<file path="src/rtl/operand_fetch.sv">
// rtl/operand_fetch.sv - RV32I operand fetch stage with pending-write scoreboard and single output slot
//
// Ports:
//   clock, rst                  rising-edge clock, synchronous active-high reset
//   in_valid / in_ready         decoded-instruction handshake (in_ready does not look at in_valid)
//   in_rs1, in_rs2, in_rd       source / destination register indices
//   in_uses_rs1, in_uses_rs2    source operand use flags
//   in_writes_rd                instruction writes in_rd
//   in_pc                       instruction address, carried to out_pc
//   A1, A2 / RD1, RD2           register-file read addresses / combinational read data
//   wb_valid, wb_rd, wb_data    write-back port, same values the register file sees this edge
//   out_valid / out_ready       operand handshake to execute
//   out_op1, out_op2, out_rd,
//   out_writes_rd, out_pc       registered operand slot contents
//
// Build option: define OPERAND_BYPASS_EN to forward same-cycle write-back data
// into the operands instead of stalling until the register file holds it.

module operand_fetch (
    input  logic        clock,
    input  logic        rst,
    input  logic        in_valid,
    output logic        in_ready,
    input  logic [4:0]  in_rs1,
    input  logic [4:0]  in_rs2,
    input  logic [4:0]  in_rd,
    input  logic        in_uses_rs1,
    input  logic        in_uses_rs2,
    input  logic        in_writes_rd,
    input  logic [31:0] in_pc,
    output logic [4:0]  A1,
    output logic [4:0]  A2,
    input  logic [31:0] RD1,
    input  logic [31:0] RD2,
    input  logic        wb_valid,
    input  logic [4:0]  wb_rd,
    input  logic [31:0] wb_data,
    output logic        out_valid,
    input  logic        out_ready,
    output logic [31:0] out_op1,
    output logic [31:0] out_op2,
    output logic [4:0]  out_rd,
    output logic        out_writes_rd,
    output logic [31:0] out_pc
);

    typedef enum logic {
        EMPTY = 1'b0,
        FULL  = 1'b1
    } state_t;

    state_t      state;
    logic [31:0] pending;

    logic        slot_free;
    logic        fwd1;
    logic        fwd2;
    logic        raw1;
    logic        raw2;
    logic        waw;
    logic        issue;
    logic [31:0] op1;
    logic [31:0] op2;
    logic [31:0] set_mask;
    logic [31:0] clr_mask;

    assign A1 = in_rs1;
    assign A2 = in_rs2;

    assign out_valid = (state == FULL);

    // A FULL slot that is being drained this cycle can accept the next
    // instruction in the same cycle, giving one issue per clock.
    assign slot_free = (state == EMPTY) || out_ready;

`ifdef OPERAND_BYPASS_EN
    assign fwd1 = wb_valid && (wb_rd == in_rs1) && (in_rs1 != 5'd0);
    assign fwd2 = wb_valid && (wb_rd == in_rs2) && (in_rs2 != 5'd0);
`else
    // Without forwarding the source waits until the cycle after its pending
    // bit clears, when the register file read data is up to date.
    assign fwd1 = 1'b0;
    assign fwd2 = 1'b0;
`endif

    assign raw1 = in_uses_rs1 && (in_rs1 != 5'd0) && pending[in_rs1] && !fwd1;
    assign raw2 = in_uses_rs2 && (in_rs2 != 5'd0) && pending[in_rs2] && !fwd2;

    // WAW stalls even when the pending write retires this cycle, so a set and
    // a clear of the same scoreboard bit can never land on one edge.
    assign waw = in_writes_rd && (in_rd != 5'd0) && pending[in_rd];

    assign in_ready = slot_free && !raw1 && !raw2 && !waw;
    assign issue    = in_valid && in_ready;

    always_comb begin
        op1 = RD1;
        if (in_rs1 == 5'd0) begin
            op1 = 32'd0;
        end else if (fwd1) begin
            op1 = wb_data;
        end
    end

    always_comb begin
        op2 = RD2;
        if (in_rs2 == 5'd0) begin
            op2 = 32'd0;
        end else if (fwd2) begin
            op2 = wb_data;
        end
    end

    // Clearing a bit that is not set is a no-op, so the clear mask does not
    // need to qualify on pending[wb_rd]. Bit 0 is masked off on both paths.
    always_comb begin
        set_mask = 32'd0;
        clr_mask = 32'd0;
        if (issue && in_writes_rd && (in_rd != 5'd0)) begin
            set_mask = 32'd1 << in_rd;
        end
        if (wb_valid && (wb_rd != 5'd0)) begin
            clr_mask = 32'd1 << wb_rd;
        end
    end

    always_ff @(posedge clock) begin
        if (rst) begin
            pending <= 32'd0;
        end else begin
            pending <= ((pending & ~clr_mask) | set_mask) & 32'hFFFF_FFFE;
        end
    end

    // Output slot: data registers only load on issue, so they hold their last
    // value both while stalled and after draining back to EMPTY.
    always_ff @(posedge clock) begin
        if (rst) begin
            state         <= EMPTY;
            out_op1       <= 32'd0;
            out_op2       <= 32'd0;
            out_rd        <= 5'd0;
            out_writes_rd <= 1'b0;
            out_pc        <= 32'd0;
        end else begin
            case (state)
                EMPTY: begin
                    if (issue) begin
                        state <= FULL;
                    end
                end
                FULL: begin
                    if (out_ready && !issue) begin
                        state <= EMPTY;
                    end
                end
                default: state <= EMPTY;
            endcase
            if (issue) begin
                out_op1       <= op1;
                out_op2       <= op2;
                out_rd        <= in_rd;
                out_writes_rd <= in_writes_rd;
                out_pc        <= in_pc;
            end
        end
    end

endmodule

</file>
<file path="config.mk">
export PLATFORM = sky130hd
export DESIGN_NAME = operand_fetch
export DESIGN_NICKNAME = d
export VERILOG_FILES = /design/src/rtl/operand_fetch.sv
export SDC_FILE = /design/constraint.sdc
export NUM_CORES = 1
export LEC_CHECK = 0
export ABC_AREA = 1
export CAP_MARGIN = 20
export CORE_MARGIN = 5
export CORE_UTILIZATION = 30
export CTS_BUF_LIST = sky130_fd_sc_hd__clkbuf_8
export CTS_CLUSTER_DIAMETER = 100
export CTS_CLUSTER_SIZE = 10
export DETAILED_ROUTE_END_ITERATION = 10
export DONT_BUFFER_PORTS = 1
export SLEW_MARGIN = 20
export SYNTH_ARGS = -nofsm -noshare
export SYNTH_HDL_FRONTEND = slang
export SYNTH_SLANG_ARGS = --single-unit
</file>
<file path="constraint.sdc">
create_clock -name clock -period 3.7 [get_ports clock]
set_clock_uncertainty 0.05 [all_clocks]
set_input_delay 0.74 -clock clock [delete_from_list [all_inputs] [get_ports clock]]
set_output_delay 0.74 -clock clock [all_outputs]
set_load 0.005 [all_outputs]
</file>
==> metrics.md, run 1 <==
| Metric | Value |
|---|---|
| Status | complete, no violations |
| CTS tree | yes |
| Maximum vdd drop | 0.0002259 V |
| TNS Setup | 0 ns |
| Clk sink count | between 100 and 150 |
| Max-slew violation count | 0 |
| Gate power share | about 12% |
| Xor/xnor share of the synthesized area | 0% |
| Largest net degree at the start of global routing | ~100 |
| CP cell instances | inv_1, nand2_1, nand3_1, nand3_1, nand3_1, nand3_1, nand3_1, nand2_1, nor2_4 |
| Tmin final | ~2.6 ns |
| DR iter-0 viols | roughly 730 |
| Number of global-route vias before repair | between 5,000 and 6,000 |
| Largest family of logic cells by synthesized area | simple AND/OR/NAND/NOR gates |
| Hold buffer count at CTS | 0 |
| CP top delay family | simple AND/OR/NAND/NOR gates |
| FF+latch count, synth | about 130 |
| Slowest cell delay on critical path | 0.27 ns |
| Port Buffers | 0 |
| Switching Fraction | a little under a third |
| Yosys warns | 0 |
| Library cells used by synthesis | 25 |
| Crit-path slowest cell | inv_1 |
| First-pass GRT wire length | between 30,000 and 40,000 µm |
| Leak pwr | ~3.2 nW |
| Setup violations, final | 0 |
| Internal power | 2.247 mW |
| Seq pwr share | around half |
| CP dominant cell by count | nand3_1 |
| Crit path buf inv count | 1 |
| Root Buffer | clkbuf_8 |
| Crit start category | primary input |
| Worst-margin pin slew | 0.6336 ns |
| Number of stages on the worst setup path | 9 |
| DIE HEIGHT | 160.7 µm |
| Worst Reg2Reg Path Length in Cells | 13 |
| CTS Buf Count | 17 |
| RSZ-0062 raised after global routing | false |
| Cell Count, Final, Fillers Out | 1,311 |
| Average cell area after synthesis | roughly 6.4 µm² |
| Clk buf depth | 2 |
| Hold crit path type | in2reg |
| Drt wl/cell | 16.27 µm |
| Post-CTS resize count | 0 |
| N_diodes | 0 |
| # H-tree levels | 4 |
| Rows | 55 |
| Hold Fails Final Rpt | 0 |
| DP HPWL | about 15,000 µm |
| Net Switching | 1.044 mW |
| IO Count | between 200 and 300 |
| Net count, final | 1,169 |
| CP Class | in2out |
| Vias per Instance | ~5.0 |
| Area Growth Syn to Fin | 5.030% |
| Post-synthesis sequential area ratio | 39.36% |
| Initial antenna violation count | 0 |
| Global route total overflow | 0 |
| All-Layer GR Usage | 15.90% |
| Slew margin rel. | a little under 60% |
| Placeable Area | 0.02250 mm² |
| Final routed DRC violation total | 0 |
| Post-synthesis compound-gate area fraction | 13.29% |
| GP Congestion | between 0.8 and 0.9 |
| Final wirelength | between 20,000 and 25,000 µm |
| Cells after Synth | 1,064 |
| Clock power share | between 30 and 40% |
| Post-CTS setup buffers | 0 |
| Post-Synth Adder-Cell Area | 0% |
| Hold Path Depth | 1 |
| Placed instance count | approximately 1,300 |
| Req. time, crit path | just under 3 ns |
| CTS clk-pin slew, worst paths | around 0.09 ns |
| Share of cells above drive strength 1 | under 10% |
| Multiplexer area fraction after synthesis | 0% |
| Post-route ant nets | 0 |
| Synth Cell Area | ~0.007 mm² |
| Initial core utilization | between 30% and 40% |
| Pre-Repair DR Iteration Count | 5 |
| Worst-path fanout max | 21 |
| Max Cap Viol | 0 |
| Simple-gate area share of the yosys netlist | around 34% |
| Crit path DAT | about 1.8 ns |
| Crit end category | output port |
| Chip width | 160.7 µm |
| Pwr Density | ~460 mW/mm² |
| Die area | 0.02583 mm² |
| Syn_nets | 1,220 |
| Fmax | roughly 380 MHz |
| Worst skew pair latency | about 0.44 ns |
| Fin crit share | ~71% |
| Via count | 6,498 |
[metrics by stage]
step | worst slack [ns] | util [%] | hold WS, ns | power [mW] | area [µm²]
2_1_floorplan | 1.066 | - | 0.4039 | 2.056 | 6815
3_3_place_gp | 0.7483 | 30.13 | 0.4123 | 2.098 | 6779
3_5_place_dp | 0.7343 | 30.13 | 0.4195 | 2.106 | 6779
4_1_cts | 1.054 | 31.81 | 0.2753 | 3.351 | 7158
5_1_grt | 0.9129 | 31.81 | 0.2808 | 3.489 | 7158
6_report | 1.069 | 31.81 | 0.3132 | 3.292 | 7158
[registers in the layout, indices dropped and copies added, names as in the netlist]
signal	cells
out_op1	32
out_pc	32
out_op2	32
out_rd	5
out_valid	1
pending	31
out_writes_rd	1
[worst reg2reg max path, delay by kind of cell, from the launching register on]
kind	cells	cell delay, ns
buf+inv	2	0.53
compound gates	2	0.37
flops	1	0.41
simple gates	9	0.93
[layout by cell type, fill, tap and decap left out]
cell type   instances
inv_1             109
o21ai_0           104
inv_8               2
a21oi_1            38
inv_2               5
nand4_1            32
nand3_1            64
nand2_1           208
buf_4               9
clkinv_1            1
bufinv_16           1
dfxtp_1           134
or2_2               1
o21ai_1            36
buf_12              1
nor4_1              9
clkinvlp_4          1
nand2_2             2
clkinv_4            4
clkbuf_8           17
o31ai_1             1
nor2_2              1
inv_4               2
nand2_4             1
nor2_4              2
inv_6               4
clkinv_2            3
nor3_1              9
nor2_1            224
o211ai_1            1
[power by group through the flow]
stage          registers, mW  clock network (mW)  logic [mW]
2_1_floorplan           1.66                   0       0.401
3_3_place_gp            1.69                   0       0.406
3_5_place_dp            1.69                   0       0.413
4_1_cts                 1.66                1.28       0.413
5_1_grt                 1.67                1.34       0.481
6_report                1.66                1.23       0.409
[layout make-up]
cell class                 count  area, µm²
clock inverter                15      145.1
clock buffer                  17      234.0
multi-input combinational    733       3208
inverter                     117      444.2
timing repair buffer          10      87.58
fill                        2543      15340
sequential                   134       2683
tap                          285      356.6
[synthesized netlist by cell type]
master    number  area (µm²)
nand2_1      208       780.8
or2_2          1       6.260
a21oi_1       38       190.2
o21ai_0      104       520.5
clkinv_1       1       3.750
o21ai_1       36       180.2
nand2_2        3       18.77
clkbuf_1      32       120.1
nand4_1       32       200.2
inv_2          4       15.01
nor2_4         2       22.52
buf_2         16       80.08
dfxtp_1      134        2683
inv_1        110       412.9
nor2_1       224       840.8
o31ai_1        1       7.510
nor4_1         9       56.30
buf_4         14       105.1
nor2_2         1       6.260
nor3_1         9       45.04
nand3_1       64       320.3
inv_4          2       12.51
o211ai_1       1       7.510
buf_6         15       168.9
buf_1          3       11.26
[metal layers]
layer | track usage, % | up-vias | part of all wire, %
li1 | - | 3269 | -
met1 | 20.39 | 2903 | 42
met2 | 24.71 | 297 | 45
met3 | 5.774 | 29 | 11
met4 | 5.661 | 0 | 2.1
met5 | 0 | - | 0
[cells by family (layout without fill, tap and decap cells)]
| group | Yosys count | in the layout |
|---|---|---|
| AO/OA/AOI/OAI | 180 | 180 |
| flip-flops | 134 | 134 |
| buffers and inverters | 197 | 159 |
| AND/OR/NAND/NOR | 553 | 553 |
[worst paths after layout]
kind	slack, ns	to	from
setup / recovery	1.07	in_ready	in_rs1[0]
hold / removal	0.31	pending[8]	rst
setup reg to reg	1.33	out_pc[9]	pending[24]
hold reg to reg	0.43	pending[30]	pending[30]
Note: power is estimated with default switching activity, not from simulation.
==> run 2: changes to the inputs <==
- clock period: 3.7 -> 2.7 ns (I/O delays scaled with it)
==> run 2 against run 1 <==
- utilization rose by 0.57 points
- combinational power increased by 41%
- die area stayed put
- total power grew 45%
- sequential power is 37% higher
- non-clock buffer count grew 3
- clock power is 56% higher
- final area up 1.8%
- critical endpoint unchanged
- first-iteration DRC count is 2.9% higher
- global-route usage shrank 0.13 points
- register-to-register slack worse by 0.72 ns
- critical path type is now reg2out
- sequential share of layout area decreased by 0.66 points
==> metrics.md, run 2 (synthesized netlist as in run 1, its figures left out) <==
| Metric | Value |
|---|---|
| Post-CTS setup buffers | 0 (unchanged) |
| Crit path buf inv count | 2 (was 1) |
| Pwr Density | 654.8 mW/mm² (was 459.9 mW/mm²) |
| Commonest cells after routing, fill and taps aside | nor2_1 (224), nand2_1 (208), dfxtp_1 (134), inv_1 (109), o21ai_0 (104) (unchanged) |
| CP dominant cell by count | nand2_1 (was nand3_1) |
| Pre-Repair DR Iteration Count | 7 (was 5) |
| IO Count | 270 (unchanged) |
| Crit path DAT | 1.89 ns (was 1.84 ns) |
| Biggest regs | out_op1 x32, out_op2 x32, out_pc x32 (unchanged) |
| Largest net degree at the start of global routing | 83 (was 102) |
| CTS clk-pin slew, worst paths | 0.09 ns (about the same) |
| Post-CTS resize count | 0 (unchanged) |
| N_diodes | 0 (unchanged) |
| Slowest cell delay on critical path | 0.36 ns (was 0.27 ns) |
| Gate power share | 12.1% (was 12.4%) |
| Via count | 6,472 (was 6,498) |
| Seq pwr share | 47.6% (was 50.3%) |
| Number of global-route vias before repair | 5,902 (was 5,943) |
| CP cell instances | inv_1, nand2_1, nand3_1, nand2_1, nand2_1, nand2_1, nor2_1, nand2_1, nand3_1, nand2_1, nor2_4, buf_12 (was inv_1, nand2_1, nand3_1, nand3_1, nand3_1, nand3_1, nand3_1, nand2_1, nor2_4) |
| Hold buffer count at CTS | 0 (unchanged) |
| Status | complete, no violations (unchanged) |
| Maximum vdd drop | 0.0002819 V (was 0.0002259 V) |
| Worst skew pair latency | 0.44 ns (about the same) |
| Global route total overflow | 0 (unchanged) |
| Hold Fails Final Rpt | 0 (unchanged) |
| Clk buf depth | 2 (unchanged) |
| All-Layer GR Usage | 15.78% (was 15.90%) |
| CP top delay family | simple AND/OR/NAND/NOR gates (unchanged) |
| Chip width | 160.7 µm (unchanged) |
| Final wirelength | 21,160 µm (was 21,330 µm) |
| RSZ-0062 raised after global routing | false (unchanged) |
| Initial antenna violation count | 0 (unchanged) |
| DIE HEIGHT | 160.7 µm (unchanged) |
| Hold crit path type | in2reg (unchanged) |
| Root Buffer | clkbuf_8 (unchanged) |
| Area Growth Syn to Fin | 6.903% (was 5.030%) |
| CTS Buf Count | 17 (unchanged) |
| Req. time, crit path | 2.11 ns (was 2.91 ns) |
| Crit end category | output port (unchanged) |
| DP HPWL | 14,740 µm (was 14,960 µm) |
| Share of cells above drive strength 1 | 5.734% (was 5.458%) |
| First-pass GRT wire length | 33,050 µm (was 33,450 µm) |
| Area after DPL | 0.006839 mm² (was 0.006779 mm²) |
| Fin area | 0.007286 mm² (was 0.007158 mm²) |
| GP Congestion | 0.9137 (was 0.8858) |
| Post-route ant nets | 0 (unchanged) |
| Fmax | between 400 and 500 MHz |
| Cell Count, Final, Fillers Out | 1,314 (was 1,311) |
| Setup violations, final | 0 (unchanged) |
| Tmin final | around 2.5 ns |
| CP Class | reg2out (was in2out) |
| Fin crit share | around nine tenths |
| Placed instance count | 1,282 (was 1,279) |
| Most common cell after layout, fill and taps aside | nor2_1 (unchanged) |
| Leak pwr | 3.207 nW (was 3.153 nW) |
| Multi-input gate area | 0.003208 mm² (unchanged) |
| Internal power | 3.304 mW (was 2.247 mW) |
| CTS tree | yes (unchanged) |
| Pwr Total | 4.770 mW (was 3.292 mW) |
| Net count, final | 1,172 (was 1,169) |
| Crit-path slowest cell | dfxtp_1 (was inv_1) |
| Clk sink count | 134 (unchanged) |
| Worst-margin pin slew | 0.5418 ns (was 0.6336 ns) |
| Placeable Area | 0.02250 mm² (unchanged) |
| Net Switching | 1.467 mW (was 1.044 mW) |
| Switching Fraction | 30.74% (was 31.73%) |
| # H-tree levels | 4 (unchanged) |
| Slew margin rel. | 63.84% (was 57.70%) |
| Max-slew violation count | 0 (unchanged) |
| Port Buffers | 0 (unchanged) |
| Worst-path fanout max | 33 (was 21) |
| TNS Setup | 0 ns (unchanged) |
| FILL cells | 2,482 (was 2,543) |
| Rows | 55 (unchanged) |
| Drt wl/cell | 16.10 µm (was 16.27 µm) |
| Final routed DRC violation total | 0 (unchanged) |
| Initial core utilization | 30.29% (unchanged) |
| Max Cap Viol | 0 (unchanged) |
| Clock power share | 40.3% (was 37.3%) |
| Vias per Instance | 4.925 (was 4.957) |
| Die area | 0.02583 mm² (unchanged) |
| FF+latch area | 0.002683 mm² (unchanged) |
| Crit start category | flop (was primary input) |
| DR iter-0 viols | 754 (was 733) |
==> run 2: cell types whose count changed in the layout (fill, tap and decap cells not counted) <==
cell,delta
clkinv_2,-3
buf_12,+3
clkinv_4,-2
clkinvlp_4,+1
clkinv_8,+1
inv_6,-2
inv_8,+3
bufinv_16,+2
==> run 2: routing by layer <==
metal | global-route usage (%) | up-vias | part of all wire [%]
li1 | - | 3273 | -
met1 | 20.01 | 2924 | 42
met2 | 24.92 | 252 | 46
met5 | 0 | - | 0
met4 | 5.351 | 0 | 2.0
met3 | 5.697 | 23 | 9.9
==> run 2: final cells by class <==
class	instances	area share, %
clock inverters	15	2.919
multi-input cells	733	44.03
well taps	285	4.894
inverters	117	6.097
clock buffers	17	3.211
flip-flops and latches	134	36.82
repair buffers	13	2.026
==> run 2: worst paths after layout <==
kind         cells past startpoint         from  slack (ns)          end
min                              1          rst        0.11    out_rd[4]
max                             12  pending[18]        0.22     in_ready
min reg2reg                      2  pending[30]        0.43  pending[30]
max reg2reg                     16  pending[18]        0.61  out_op1[22]
==> run 2: through the flow <==
| stage | hold slack, ns | utilization [%] | worst slack [ns] |
|---|---|---|---|
| finish | 0.1053 | 32.38 | 0.2186 |
| global route | 0.06234 | 32.38 | 0.01430 |
| CTS | 0.06233 | 32.38 | 0.1734 |
| detailed placement | 0.4119 | 30.39 | 0.2095 |
| global placement | 0.4121 | 30.39 | 0.2474 |
| floorplan | 0.4039 | - | 0.4657 |
==> run 2: power groups by stage <==
stage | clock, mW | combinational, mW | sequential (mW)
2_1_floorplan | 0 | 0.549 | 2.27
4_1_cts | 2.00 | 0.581 | 2.27
6_report | 1.92 | 0.575 | 2.27
3_3_place_gp | 0 | 0.569 | 2.32
5_1_grt | 2.09 | 0.677 | 2.29
3_5_place_dp | 0 | 0.580 | 2.32
